==> src/rtl/db_req_arbiter.sv <==
// db_req_arbiter: two-port round-robin front end for db_top with an in-order tag FIFO.
// Define DB_ARB_STATS_EN to add per-port accept counters and an orphan drop counter.
module db_req_arbiter #(
  parameter int KEY_SIZE  = 96,
  parameter int FLAG_SIZE = 4,
  parameter int TAG_DEPTH = 16
) (
  input  logic                         clk,
  input  logic                         rst,
  input  logic [KEY_SIZE-1:0]          p0_key,
  input  logic [FLAG_SIZE-1:0]         p0_flag,
  input  logic                         p0_valid,
  output logic                         p0_ready,
  input  logic [KEY_SIZE-1:0]          p1_key,
  input  logic [FLAG_SIZE-1:0]         p1_flag,
  input  logic                         p1_valid,
  output logic                         p1_ready,
  output logic                         p0_out_valid,
  output logic [FLAG_SIZE-1:0]         p0_out_flag,
  output logic                         p1_out_valid,
  output logic [FLAG_SIZE-1:0]         p1_out_flag,
  output logic [KEY_SIZE-1:0]          db_key,
  output logic [FLAG_SIZE-1:0]         db_flag,
  output logic                         db_valid,
  input  logic                         db_out_valid,
  input  logic [FLAG_SIZE-1:0]         db_out_flag,
  output logic [$clog2(TAG_DEPTH):0]   outstanding,
`ifdef DB_ARB_STATS_EN
  output logic [31:0]                  p0_req_cnt,
  output logic [31:0]                  p1_req_cnt,
  output logic [15:0]                  drop_cnt,
`endif
  output logic                         err_orphan
);

  localparam int PW = $clog2(TAG_DEPTH);
  localparam int CW = PW + 1;
  localparam logic [CW-1:0] FULL = CW'(TAG_DEPTH);

  logic          last_grant;
  logic          grant;
  logic          not_full;
  logic          win_valid;
  logic          accept;
  logic          pop;
  logic          orphan;
  logic          head;
  logic [PW-1:0] wr_ptr;
  logic [PW-1:0] rd_ptr;
  logic          tags [TAG_DEPTH];

  always_comb begin
    grant = 1'b0;
    unique case (1'b1)
      p0_valid && p1_valid:  grant = ~last_grant;
      p1_valid && !p0_valid: grant = 1'b1;
      default:               grant = 1'b0;
    endcase
  end

  // ready uses the registered count, so a same-cycle pop cannot free a slot
  assign not_full  = outstanding < FULL;
  assign p0_ready  = !grant && not_full;
  assign p1_ready  = grant && not_full;
  assign win_valid = grant ? p1_valid : p0_valid;
  assign accept    = win_valid && not_full;
  assign pop       = db_out_valid && (outstanding != '0);
  assign orphan    = db_out_valid && (outstanding == '0);
  assign head      = tags[rd_ptr];

  always_ff @(posedge clk) begin
    if (accept) tags[wr_ptr] <= grant;
  end

  always_ff @(posedge clk) begin
    if (!rst) begin
      last_grant   <= 1'b1;
      wr_ptr       <= '0;
      rd_ptr       <= '0;
      outstanding  <= '0;
      db_valid     <= 1'b0;
      db_key       <= '0;
      db_flag      <= '0;
      p0_out_valid <= 1'b0;
      p1_out_valid <= 1'b0;
      p0_out_flag  <= '0;
      p1_out_flag  <= '0;
      err_orphan   <= 1'b0;
    end else begin
      db_valid     <= accept;
      p0_out_valid <= pop && !head;
      p1_out_valid <= pop && head;
      if (accept) begin
        db_key     <= grant ? p1_key : p0_key;
        db_flag    <= grant ? p1_flag : p0_flag;
        wr_ptr     <= wr_ptr + PW'(1);
        last_grant <= grant;
      end
      if (pop) begin
        rd_ptr <= rd_ptr + PW'(1);
        if (head) p1_out_flag <= db_out_flag;
        else      p0_out_flag <= db_out_flag;
      end
      case ({accept, pop})
        2'b10:   outstanding <= outstanding + CW'(1);
        2'b01:   outstanding <= outstanding - CW'(1);
        default: outstanding <= outstanding;
      endcase
      if (orphan) err_orphan <= 1'b1;
    end
  end

`ifdef DB_ARB_STATS_EN
  always_ff @(posedge clk) begin
    if (!rst) begin
      p0_req_cnt <= '0;
      p1_req_cnt <= '0;
      drop_cnt   <= '0;
    end else begin
      if (accept && !grant) p0_req_cnt <= p0_req_cnt + 32'd1;
      if (accept && grant)  p1_req_cnt <= p1_req_cnt + 32'd1;
      if (orphan && drop_cnt != 16'hFFFF)
        drop_cnt <= drop_cnt + 16'd1;
    end
  end
`endif

endmodule

==> config.mk <==
export PLATFORM = sky130hd
export DESIGN_NAME = db_req_arbiter
export DESIGN_NICKNAME = d
export VERILOG_FILES = /design/src/rtl/db_req_arbiter.sv
export SDC_FILE = /design/constraint.sdc
export NUM_CORES = 1
export LEC_CHECK = 0
export BUFFER_PORTS_ARGS = -buffer_cell sky130_fd_sc_hd__clkbuf_2
export CELL_PAD_IN_SITES_DETAIL_PLACEMENT = 2
export CELL_PAD_IN_SITES_GLOBAL_PLACEMENT = 2
export CORE_MARGIN = 2
export CORE_UTILIZATION = 24
export DETAILED_ROUTE_END_ITERATION = 10
export GPL_ROUTABILITY_DRIVEN = 0
export GPL_TIMING_DRIVEN = 0
export MAX_ROUTING_LAYER = met4
export PLACE_DENSITY_LB_ADDON = 0.1
export SYNTH_ARGS = -nofsm -noshare
export SYNTH_HDL_FRONTEND = slang
export SYNTH_SLANG_ARGS = --single-unit
==> constraint.sdc <==
create_clock -name clk -period 3.7 [get_ports clk]
set_input_delay 0.555 -clock clk [delete_from_list [all_inputs] [get_ports clk]]
set_output_delay 0.555 -clock clk [all_outputs]
set_load 0.02 [all_outputs]
---- Word-level counts from Yosys, hierarchy flattened ----
Memories as Yosys holds them, arrays and structs flattened. A register that Yosys moved wholly into a read port is not among the register bits.
Cells that the tools add are included.
word-level totals
  bits in registers ....................... 126
  bits of input ports ..................... 209
  memories ................................ 1
  word-level logic and storage cells ...... 48
  bits in writable memories ............... 16
  output and inout port bits .............. 119
memory list
  memory  depth  width  read ports  clocked after memory_dff  wr ports  RTL line  text
  tags    16     1      1           1                         1         50        logic tags [TAG_DEPTH];
operators by class
  mux-type cells .......................... 9
  reduce and logical (&&, ||, !) cells .... 17
  add/subtract/negate cells ............... 4
  order comparisons ....................... 1
  eq/ne operators ......................... 2
  bitwise logic cells ..................... 2
operators by type and width
  operator               count
  $mux W96               1
  $mux W4                3
  $pmux W5 S2            1
  $logic_and A1 B1 Y1    9
  $add A4 B1 Y4 const B  2
  $add A5 B1 Y5 const B  1
  $logic_not A5 Y1       1
  $lt A5 B5 Y1 const B   1
  $reduce_bool A5 Y1     1
  $sub A5 B1 Y5 const B  1
  $reduce_and A2 Y1      2
  $logic_not A1 Y1       3
  $mux W1                3
  $eq A2 B1 Y1 const B   1
  $eq A2 B2 Y1 const B   1
  $not A1 Y1             2
  $pmux W1 S2            1
  $reduce_bool A2 Y1     1

---- Depth between registers and ports, before layout ----
Gate-level depths: netlist of the first run.
  depth in word-level cells ............... 7
  mapped depth ............................ 13
  mapped depth without buffers ............ 10

---- Least setup slack after synthesis of the first run ----
No wires, ideal clock.
  path kind ............................... input-to-reg
  start point ............................. in p1_valid
  end point ............................... reg outstanding[4]
  setup slack ............................. 0.635 ns
  required time ........................... 3.628 ns
  arrival time ............................ 2.993 ns
  cell stages on the path ................. 13
  buffers on the path ..................... 3
  cell sequence ........................... nor2_1 -> nor2_1 -> clkbuf_1 -> clkbuf_1 -> inv_2 -> ha_1 -> clkbuf_1 -> xor2_1 -> ha_1 -> a22o_1 -> a21o_1 -> a221oi_1 -> mux2i_1
on the way
  word-level cells in the longest chain between the ends .. 6
RTL lines
  element                                            RTL line  text
  from (decl)                                        16        input logic p1_valid,
  $logic_and A1 B1 Y1, on equally long branches      56, 55
  $pmux W1 S2                                        54        unique case (1'b1)
  $mux W1 (*)                                        65        assign win_valid = grant ? p1_valid : p0_valid;
  $logic_and A1 B1 Y1 (*)                            66        assign accept = win_valid && not_full;
  $eq A2 B1 Y1 or $eq A2 B2 Y1 (tied branches)       104       case ({accept, pop})
  $pmux W5 S2 or $reduce_bool A2 Y1 (tied branches)  n/a
  to (signal assigned)                               105       2'b10: outstanding <= outstanding + CW'(1);
  to (signal assigned)                               106       2'b01: outstanding <= outstanding - CW'(1);
  to (signal assigned)                               107       default: outstanding <= outstanding;
  to (decl)                                          27        output logic [$clog2(TAG_DEPTH):0] outstanding,
Every way passes the cells marked *; elsewhere a longest branch is shown, timed or not.
A chain may end at the register's enable or synchronous reset.

---- Final worst setup path of the first run ----
  start point ............................. reg outstanding[4]
  end point ............................... reg outstanding[4]
on the way
  word-level cells in the longest chain between the ends .. 4
RTL lines
  element                                             RTL line
  $lt A5 B5 Y1 or $reduce_bool A5 Y1 (tied branches)  62, 67
  $logic_and A1 B1 Y1, on equally long branches       66, 67
  $eq A2 B1 Y1 or $eq A2 B2 Y1 (tied branches)        104
  $pmux W5 S2 or $reduce_bool A2 Y1 (tied branches)   n/a
Several ways; a longest one is shown, not always the timed one.

==> results of run 1 <==
[power breakdown]
part	total (mW)	switching [mW]	internal, mW
registers	2.02	0.162	1.86
clock network	1.61	0.699	0.913
logic	1.65	1.07	0.588
total	5.29	1.93	3.36
[cell usage in the layout, fill, tap and decap left out, types with 9 or more instances in the layout]
| master | count |
|---|---|
| mux2i_1 | 21 |
| dfxtp_1 | 130 |
| buf_1 | 10 |
| nand2_1 | 231 |
| clkbuf_1 | 53 |
| ha_1 | 9 |
| clkbuf_16 | 17 |
| nor2_1 | 123 |
| clkbuf_2 | 327 |
| edfxtp_1 | 16 |
| a311oi_1 | 100 |
[state kept, by name, indices dropped and copies added, names as in the netlist, named ones only]
name          flops
wr_ptr            4
outstanding       5
db_valid          1
tags             16
p1_out_flag       4
p0_out_flag       4
db_key           96
rd_ptr            4
last_grant        1
p0_out_valid      1
db_flag           4
p1_out_valid      1
err_orphan        1
[per-layer routing]
metal  vias to the layer above  share of wire, %
met4                         0               1.6
met5                         -                 0
li1                       3319                 -
met2                       178                51
met1                      3217                41
met3                        25               6.4
[worst max-delay path: stages (launching register included)]
cell	delay, ns
dfxtp_1	0.41
nor2_1	0.27
clkbuf_2	0.47
inv_2	0.15
ha_1	0.25
clkbuf_1	0.21
xor2_1	0.19
ha_1	0.23
a22o_1	0.23
a21o_1	0.17
a221oi_1	0.35
mux2i_1	0.22
[cell type report]
type / count / area [um^2]
clock buffer: 19 / 432.9
fill: 3107 / 17020
timing repair buffer: 326 / 1632
sequential: 146 / 3083
inverter: 6 / 22.52
clock inverter: 11 / 92.59
multi-input combinational: 541 / 2948
buffer: 65 / 255.2
tap: 335 / 419.2
antenna: 4 / 10.01
[repair_timing]
action | 4_1_cts | 5_1_grt
hold buffers | 0 | 0
pin swaps | 0 | 0
endpoints found under the hold margin | 0 | 0
resized for setup | 1 | 0
setup endpoints to repair | 1 | 1
[path summary, 6_finish.rpt]
path | start | end | slack [ns] | depth (start not counted)
setup / recovery | outstanding[4] | outstanding[4] | 0.48 | 11
hold / removal | p1_key[61] | db_key[61] | 0.38 | 3
setup reg to reg | outstanding[4] | outstanding[4] | 0.48 | 11
hold reg to reg | p0_out_flag[2] | p0_out_flag[2] | 0.46 | 2
[kinds of logic (layout without fill, tap and decap cells)]
logic type | Yosys count | in the layout
buffers and inverters | 72 | 427
multiplexers | 21 | 21
AND/OR/NAND/NOR | 384 | 384
flip-flops | 146 | 146
adder cells (fa/ha/maj) | 9 | 9
XOR/XNOR | 10 | 10
AO/OA/AOI/OAI | 117 | 117
other | 0 | 4
==> impl_results.md, run 1 <==
- Outcome: completed
- Synth top area share: 41.24%
- Met1 usage: 22.57%
- Post-synthesis mux area share: 3.331%
- Yosys warnings: 0
- Syn avg cell area: between 8 and 9 um^2
- Flops & latches, synth: 146
- Fin util: between 30% and 40%
- Worst slew margin: 27.46%
- Dominant cell by count in the synthesized netlist: nand2_1
- Total Power: 5.287 mW
- Largest net degree at the start of global routing: 26
- Commonest cells post-synth: nand2_1 (231), dfxtp_1 (130), nor2_1 (123), a311oi_1 (100), clkbuf_1 (53)
- Nets: 1321
- Number of core rows: 59
- Placed cell area: between 8000 and 9000 um^2
- First-pass GRT wire length: 41950 um
- Max Clock Skew: 0.01155 ns
- Hold_ws: around 0.38 ns
- Met3 capacity usage during global routing: 6.196%
- Min setup slack post-route: 0.4830 ns
- Placed cells: between 1000 and 1500
- Worst hold path class: input port to register
- Setup WS pre-CTS: -0.3422 ns
- Total GRT Usage: 20.15%
- Leak: 4.197 nW
- Vias in the first global route: 7416
- Final WL: 27000 um
- H-tree depth: 4
- CTS buffer count: 17
- WP data required: 4.05 ns
- Fraction of layout cells with a size suffix above 1: 32.76%
- CP startpoint kind: register
- Compound-Gate Fraction of Synth Area: 16.14%
- Cells after synthesis: 759
- Initial DRC Count: between 200 and 250
- Port Buf Inserts: 326
- Setup-failing EPs final: 0
- Overflow after GRT: 0
- Simple-Gate Fraction of Synth Area: 24.07%
- Crit. End Element: register
- Remaining antenna violation count: 0
- Synth area leader: dfxtp_1
- Data arrival, critical path: 3.57 ns
- Die Height: 166.2 um
- Worst-path maximum fanout: 19
- Fin area: approximately 9000 um^2
- Maximum clock rate: 310.8 MHz
- Die X: 166.2 um
- Post-synth ARST share: 0%
- Via Count: 6739
- Non-Filler Instances: 1453
- Area Growth Syn to Fin: 40.94%
- EDFF count, synth: 16
- RSZ-0062 raised after global routing: no
- CTS Buffer Depth: 2
- CTS Root Cell: clkbuf_16
- Clock Latency Late Sink: between 0.4 and 0.5 ns
- Syn Nets: 977
- MaxCap Viol Count: 0
- Period minus WS final: about 3.2 ns
- CTS tree: done
- Drt drc: 0
- Largest family of logic cells by synthesized area: simple AND/OR/NAND/NOR gates
- Mapped cell area: 6311 um^2
- Commonest register cell after synthesis: dfxtp_1
- HPWL after DPL: 20850 um
- WL per Instance: 18.58 um
- Synth Area in Adders: 1.784%
- I/O Pins: between 300 and 400
- CTS Sinks: approximately 150
- DRT Pass-1 Iters: 4
- Number of antenna violations at the first check in global routing: 4
- Hold Violations, Final: 0
- Distinct cells, synth: 41
- Core area: 25910 um^2
- Post-synthesis xor/xnor area fraction: 1.388%
- Die area: about 28000 um^2
- Peak VDD IR: 0.0002823 V
- Post-CTS Setup Inserts: 0
- Synth area leaders: dfxtp_1 (41%), a311oi_1 (14%), nand2_1 (14%), edfxtp_1 (7.6%), nor2_1 (7.3%)
- Setup TNS: 0 ns
- Worst Tran Pin Value: 1.088 ns
- Slew Viols, Final: 0
- PD cells: 594.4 nW/um^2
- Vias/cell: about 4.6
- Crit Path Class: register to register
- Initial core utilization: 24.36%
- Worst-path clk slew: around 0.07 ns
- Global Route met2 Usage: 34.67%
- Sequential element share of the synthesized area: 48.85%
- Final period util: 86.95%
- Layer with the highest usage: met2
No activity file was read; power rests on OpenSTA's default activity.
==> inputs of run 2 (changes only) <==
CORE_UTILIZATION = 26   (was 24)
SLEW_MARGIN = 20   (was not set)
clock period = 4.06 ns   (was 3.7 ns; I/O delays follow)
==> run 2 against run 1 <==
  * Non-clock buffer count grew 1
  * Flip-flop and latch count unchanged
  * Power down 6.7%
  * Fmax down 12%
  * Routed wire length rose by 0.58%
  * First-iteration DRC count up 6.7%
  * Hold slack better by 0.045 ns
  * Register-to-register slack got worse by 0.09 ns
  * Sequential power shrank 9%
  * Clock power is 3% lower
  * Critical path type unchanged
  * Largest cell class unchanged
  * Highest routed layer unchanged
==> impl_results.md, run 2 (synthesized netlist as in run 1, its figures left out) <==
- HPWL after DPL: 20950 um
- Worst-path clk slew: 0.07 ns
- Post-CTS Hold Buffers: 0
- H-tree depth: 4
- Hold path cells: 3
- Most Frequent Cell on Critical Path: clkbuf_1
- Number of core rows: 57
- Hold Violations, Final: 0
- Crit. End Element: register
- Slew Viols, Final: 0
- Final period util: 90.22%
- First-pass GRT wire length: ~42000 um
- Period minus WS final: 3.663 ns
- Die X: between 150 and 200 um
- RSZ-0062 raised after global routing: no
- R2r worst-path depth: 12
- Post-CTS sizing: 0
- Worst-path maximum fanout: 10
- Largest net degree at the start of global routing: 26
- Peak VDD IR: 0.0002671 V
- Worst path top cell family by delay: buffers and inverters
- Data arrival, critical path: 4.01 ns
- Fraction of layout cells with a size suffix above 1: 32.77%
- Vias in the first global route: 7338
- Core area: 24110 um^2
- Leading cell types in the layout, fill and taps excluded: clkbuf_2 (326), nand2_1 (231), dfxtp_1 (130)
- Vias/cell: 4.716
- Worst slew margin: 32.01%
- Drt drc: 0
- DRT Pass-1 Iters: 4
- Die Height: 159.8 um
- Port Buf Inserts: 326
- Initial core utilization: 26.18%
- Via Count: 6801
- Initial DRC Count: 240
- Critical path's slowest cell: clkbuf_1
- MaxCap Viol Count: 0
- CTS Sinks: 146
- Overflow after GRT: 0
- CP startpoint kind: register
- Placed cell area: 8348 um^2
- Multi-input logic area: 2948 um^2
- Nets: around 1300
- Setup TNS: 0 ns
- Crit path cell chain: nor2_1 -> clkbuf_1 -> clkbuf_1 -> inv_2 -> ha_1 -> clkbuf_1 -> xor2_1 -> ha_1 -> a22o_1 -> a21o_1 -> a221oi_1 -> mux2i_1
- CTS buffer count: 17
- Leak: 4.205 nW
- CTS Buffer Depth: 2
- Crit-path max cell delay: 0.52 ns
- Area Growth Syn to Fin: 41.34%
- Remaining antenna violation count: 0
- Largest Register: db_key
- CTS tree: done
- Top Registers: db_key (96), tags (16), outstanding (5)
- CTS Root Cell: clkbuf_16
- Number of antenna violations at the first check in global routing: 1
- Maximum clock rate: 273.0 MHz
- WL per Instance: 18.83 um
- Max Clock Skew: around 0.013 ns
- WP data required: ~4.4 ns
- Crit path depth: 12
- Final WL: 27160 um
- Clock Latency Late Sink: 0.43 ns
- # fillers: 2916
- CP Buf/Inv Count: 4
- PD cells: 552.8 nW/um^2
- Total Power: 4.931 mW
- Crit Path Class: register to register
- Post-CTS Setup Inserts: 0
- Storage cell area: 3083 um^2
- Setup-failing EPs final: 0
- Die area: 25540 um^2
- Worst Tran Pin Value: 1.020 ns
- Worst hold path class: input port to register
- Outcome: completed
- Fin area: 8920 um^2
- I/O Pins: 328
- Leading cell type in the layout, fill and taps excluded: clkbuf_2
- Total GRT Usage: 21.92%
- Flip-flop count of the largest register after layout: 96
==> run 2: cell count changes in the layout (fill, tap and decap cells not counted), sizes merged <==
| cell | delta |
|---|---|
| clkbuf | +2 |
| diode | -3 |
| inv | +4 |
| clkinv | -4 |
| clkinvlp | +1 |
==> run 2: final timing paths <==
path / startpoint / to / slack (ns)
setup / recovery: outstanding[4] / outstanding[4] / 0.40
hold / removal: p0_key[28] / db_key[28] / 0.42
hold reg to reg: p1_out_flag[3] / p1_out_flag[3] / 0.46
setup reg to reg: outstanding[4] / outstanding[4] / 0.40
==> run 2: metrics by stage <==
| step | cells | hold slack, ns | util [%] | setup WS [ns] |
|---|---|---|---|---|
| 2_1_floorplan | 759 | 0.4379 | - | 0.9410 |
| 3_3_place_gp | 1409 | 0.4480 | 34.63 | 0.1147 |
| 3_5_place_dp | 1409 | 0.4536 | 34.63 | 0.08612 |
| 4_1_cts | 1441 | 0.4095 | 36.99 | 0.3006 |
| 5_1_grt | 1442 | 0.4127 | 37.00 | 0.09736 |
| 6_report | 1442 | 0.4215 | 37.00 | 0.3972 |
==> run 2: final cells by class <==
class / count / area share, %
flip-flops and latches: 146 / 34.56
multi-input cells: 541 / 33.05
repair buffers: 326 / 18.29
clock buffers: 20 / 5.008
well taps: 324 / 4.545
plain buffers: 66 / 2.890
clock inverters: 12 / 1.375
inverters: 6 / 0.2525
diodes: 1 / 0.02805
==> run 2: routing by layer <==
| metal | wire length, um | part of all wire [%] | up-vias | GRT usage, % |
|---|---|---|---|---|
| met5 | 0 | 0 | - | - |
| met4 | 486 | 1.8 | 0 | 6.020 |
| met3 | 1981 | 7.3 | 23 | 6.987 |
| met2 | 13530 | 50 | 203 | 37.07 |
| met1 | 11150 | 41 | 3251 | 25.04 |
| li1 | - | - | 3324 | - |
==> run 2: power by group <==
part / leakage [nW] / switching (mW) / total [mW] / internal, mW
Combinational: 2.70 / 0.993 / 1.53 / 0.536
Sequential: 1.22 / 0.149 / 1.84 / 1.69
Clock: 0.277 / 0.685 / 1.56 / 0.874
Total: 4.21 / 1.83 / 4.93 / 3.10
==> run 2: worst reg2reg max path, cell delays in order, from the launching register on <==
cell	delay (ns)
dfxtp_1	0.42
nor2_1	0.19
clkbuf_1	0.52
clkbuf_1	0.47
inv_2	0.12
ha_1	0.24
clkbuf_1	0.20
xor2_1	0.19
ha_1	0.24
a22o_1	0.25
a21o_1	0.17
a221oi_1	0.35
mux2i_1	0.24
==> inputs of run 3 (changes only) <==
CORE_UTILIZATION = 24   (was 26)
PLACE_DENSITY = 0.88   (was not set)
PLACE_DENSITY_LB_ADDON = not set   (was 0.1)
clock period = 3.8 ns   (was 4.06 ns; I/O delays follow)
==> run 3 against run 2 <==
  * Critical path type unchanged
  * Clock skew is 0.00069 ns higher
  * Fmax is 12% higher
  * Routed wire length is 6.7% higher
  * Cell area is 0.36% higher
  * Largest cell class unchanged
  * Combinational power is 8% higher
  * Critical path depth is 1 lower
  * Power is 9.4% higher
  * Hold slack worse by 0.043 ns
  * Sequential power is 8% higher
  * Global-route usage is 0.64 points lower
  * Core utilization is 2.5 points lower
  * Flip-flop and latch count stayed put
==> impl_results.md, run 3 (synthesized netlist as in run 1, its figures left out) <==
- Outcome: completed
- Final period util: between 80 and 90%
- Leading cell types in the layout, fill and taps excluded: clkbuf_2 (328), nand2_1 (231), dfxtp_1 (130)
- Number of antenna violations at the first check in global routing: 2
- Via Count: ~7000
- Number of core rows: 59
- Setup-failing EPs final: 0
- Worst-path clk slew: 0.07 ns
- CP startpoint kind: register
- H-tree depth: 4
- Fraction of layout cells with a size suffix above 1: 32.91%
- Drt drc: 0
- Period minus WS final: 3.280 ns
- CTS Buffer Depth: 2
- Min setup slack post-route: between 0.5 and 0.6 ns
- Crit Path Class: register to register
- Fin util: 34.55%
- MaxCap Viol Count: 0
- WP data required: about 4.2 ns
- Nets: roughly 1300
- CTS buffer count: 17
- Slew Viols, Final: 0
- Die X: 166.2 um
- Total GRT Usage: roughly a fifth
- Hold_ws: 0.3786 ns
- Post-CTS Hold Buffers: 0
- Post-CTS sizing: 1
- Peak VDD IR: between 0.00015 and 0.0002 V
- Core area: 25910 um^2
- CTS tree: done
- Comb power frac: 30.8%
- PD cells: 602.7 nW/um^2
- Setup WS pre-CTS: -0.4504 ns
- Max Clock Skew: between 0.01 and 0.015 ns
- Die area: roughly 28000 um^2
- CTS Root Cell: clkbuf_16
- Die Height: 166.2 um
- Initial DRC Count: 248
- Clock Latency Late Sink: 0.44 ns
- Int Power: between 3 and 4 mW
- Largest net degree at the start of global routing: 26
- Leak: 4.218 nW
- Flip-flop count of the largest register after layout: 96
- Seq pwr share: a little under two fifths
- Area Growth Syn to Fin: 41.85%
- Worst-path maximum fanout: 19
- Clock Power Share: around a third
- HPWL after DPL: between 20000 and 25000 um
- First-pass GRT wire length: 44140 um
- WL per Instance: 19.96 um
- Crit. End Element: register
- CTS Sinks: 146
- Vias/cell: 4.808
- Leading cell type in the layout, fill and taps excluded: clkbuf_2
- Worst slew margin: 44.24%
- Maximum clock rate: 304.9 MHz
- Port Buf Inserts: around 330
- Switching Share: a little over a third
- Vias in the first global route: ~7800
- Worst hold path class: input port to register
- Hold Violations, Final: 0
- Final WL: ~29000 um
- Overflow after GRT: 0
- DRT Pass-1 Iters: 4
- Initial core utilization: approximately a quarter
- Worst Tran Pin Value: 0.8365 ns
- Post-CTS Setup Inserts: 0
- Top Registers: db_key (96), tags (16), outstanding (5)
- Remaining antenna violation count: 0
- Largest Register: db_key
- Data arrival, critical path: about 3.6 ns
- NetSw: 1.978 mW
- I/O Pins: 328
- RSZ-0062 raised after global routing: no
## run 3: cell count changes in the layout (fill, tap and decap cells not counted), sizes merged
cell,delta
diode,+1
bufinv,+2
clkinv,-2
inv,-1
clkinvlp,+1
clkbuf,-2
## run 3: power groups by stage
stage               Clock [mW]  Combinational (mW)  Sequential, mW
floorplan                    0               0.760            2.23
global placement             0                1.61            1.99
detailed placement           0                1.68            2.01
CTS                       1.79                1.69            1.98
global route              1.87                1.81            2.01
finish                    1.76                1.66            1.98
## run 3: final cells by class
cell class / instances / area, um^2
Fill cell: 3050 / 16960
Sequential cell: 146 / 3083
Multi-Input combinational cell: 541 / 2948
Timing Repair Buffer: 326 / 1632
Clock buffer: 19 / 432.9
Tap cell: 335 / 419.2
Buffer: 65 / 256.5
Clock inverter: 12 / 153.9
Inverter: 6 / 22.52
Antenna cell: 2 / 5.005
## run 3: path summary, 6_finish.rpt
path | start | endpoint | slack [ns] | cells after the start
worst max-delay path | outstanding[4] | outstanding[4] | 0.52 | 11
worst max register to register | outstanding[4] | outstanding[4] | 0.52 | 11
worst min register to register | p1_out_flag[3] | p1_out_flag[3] | 0.46 | 2
worst min-delay path | p1_key[44] | db_key[44] | 0.38 | 3
## run 3: per-stage QoR
stage | cells | TNS [ns] | cell area, um^2 | power, mW
6_report | 1452 | 0 | 8952 | 5.395
3_3_place_gp | 1420 | -0.2384 | 8362 | 3.603
4_1_cts | 1450 | 0 | 8946 | 5.466
2_1_floorplan | 759 | 0 | 6311 | 2.994
5_1_grt | 1452 | 0 | 8952 | 5.690
3_5_place_dp | 1420 | -0.5553 | 8362 | 3.695
## run 3: routing by layer
| layer | track usage (%) | part of all wire, % |
|---|---|---|
| met3 | 6.006 | 6.4 |
| met1 | 22.58 | 39 |
| met4 | 7.750 | 2.6 |
| met2 | 37.72 | 52 |
| met5 | - | 0 |
## run 3: worst max-delay path, stage by stage, from the launching register on
cell	delay, ns
dfxtp_1	0.41
nor2_1	0.18
clkbuf_2	0.50
inv_2	0.13
ha_1	0.25
clkbuf_1	0.20
xor2_1	0.18
ha_1	0.24
a22o_1	0.25
a21o_1	0.19
a221oi_1	0.45
mux2i_1	0.23
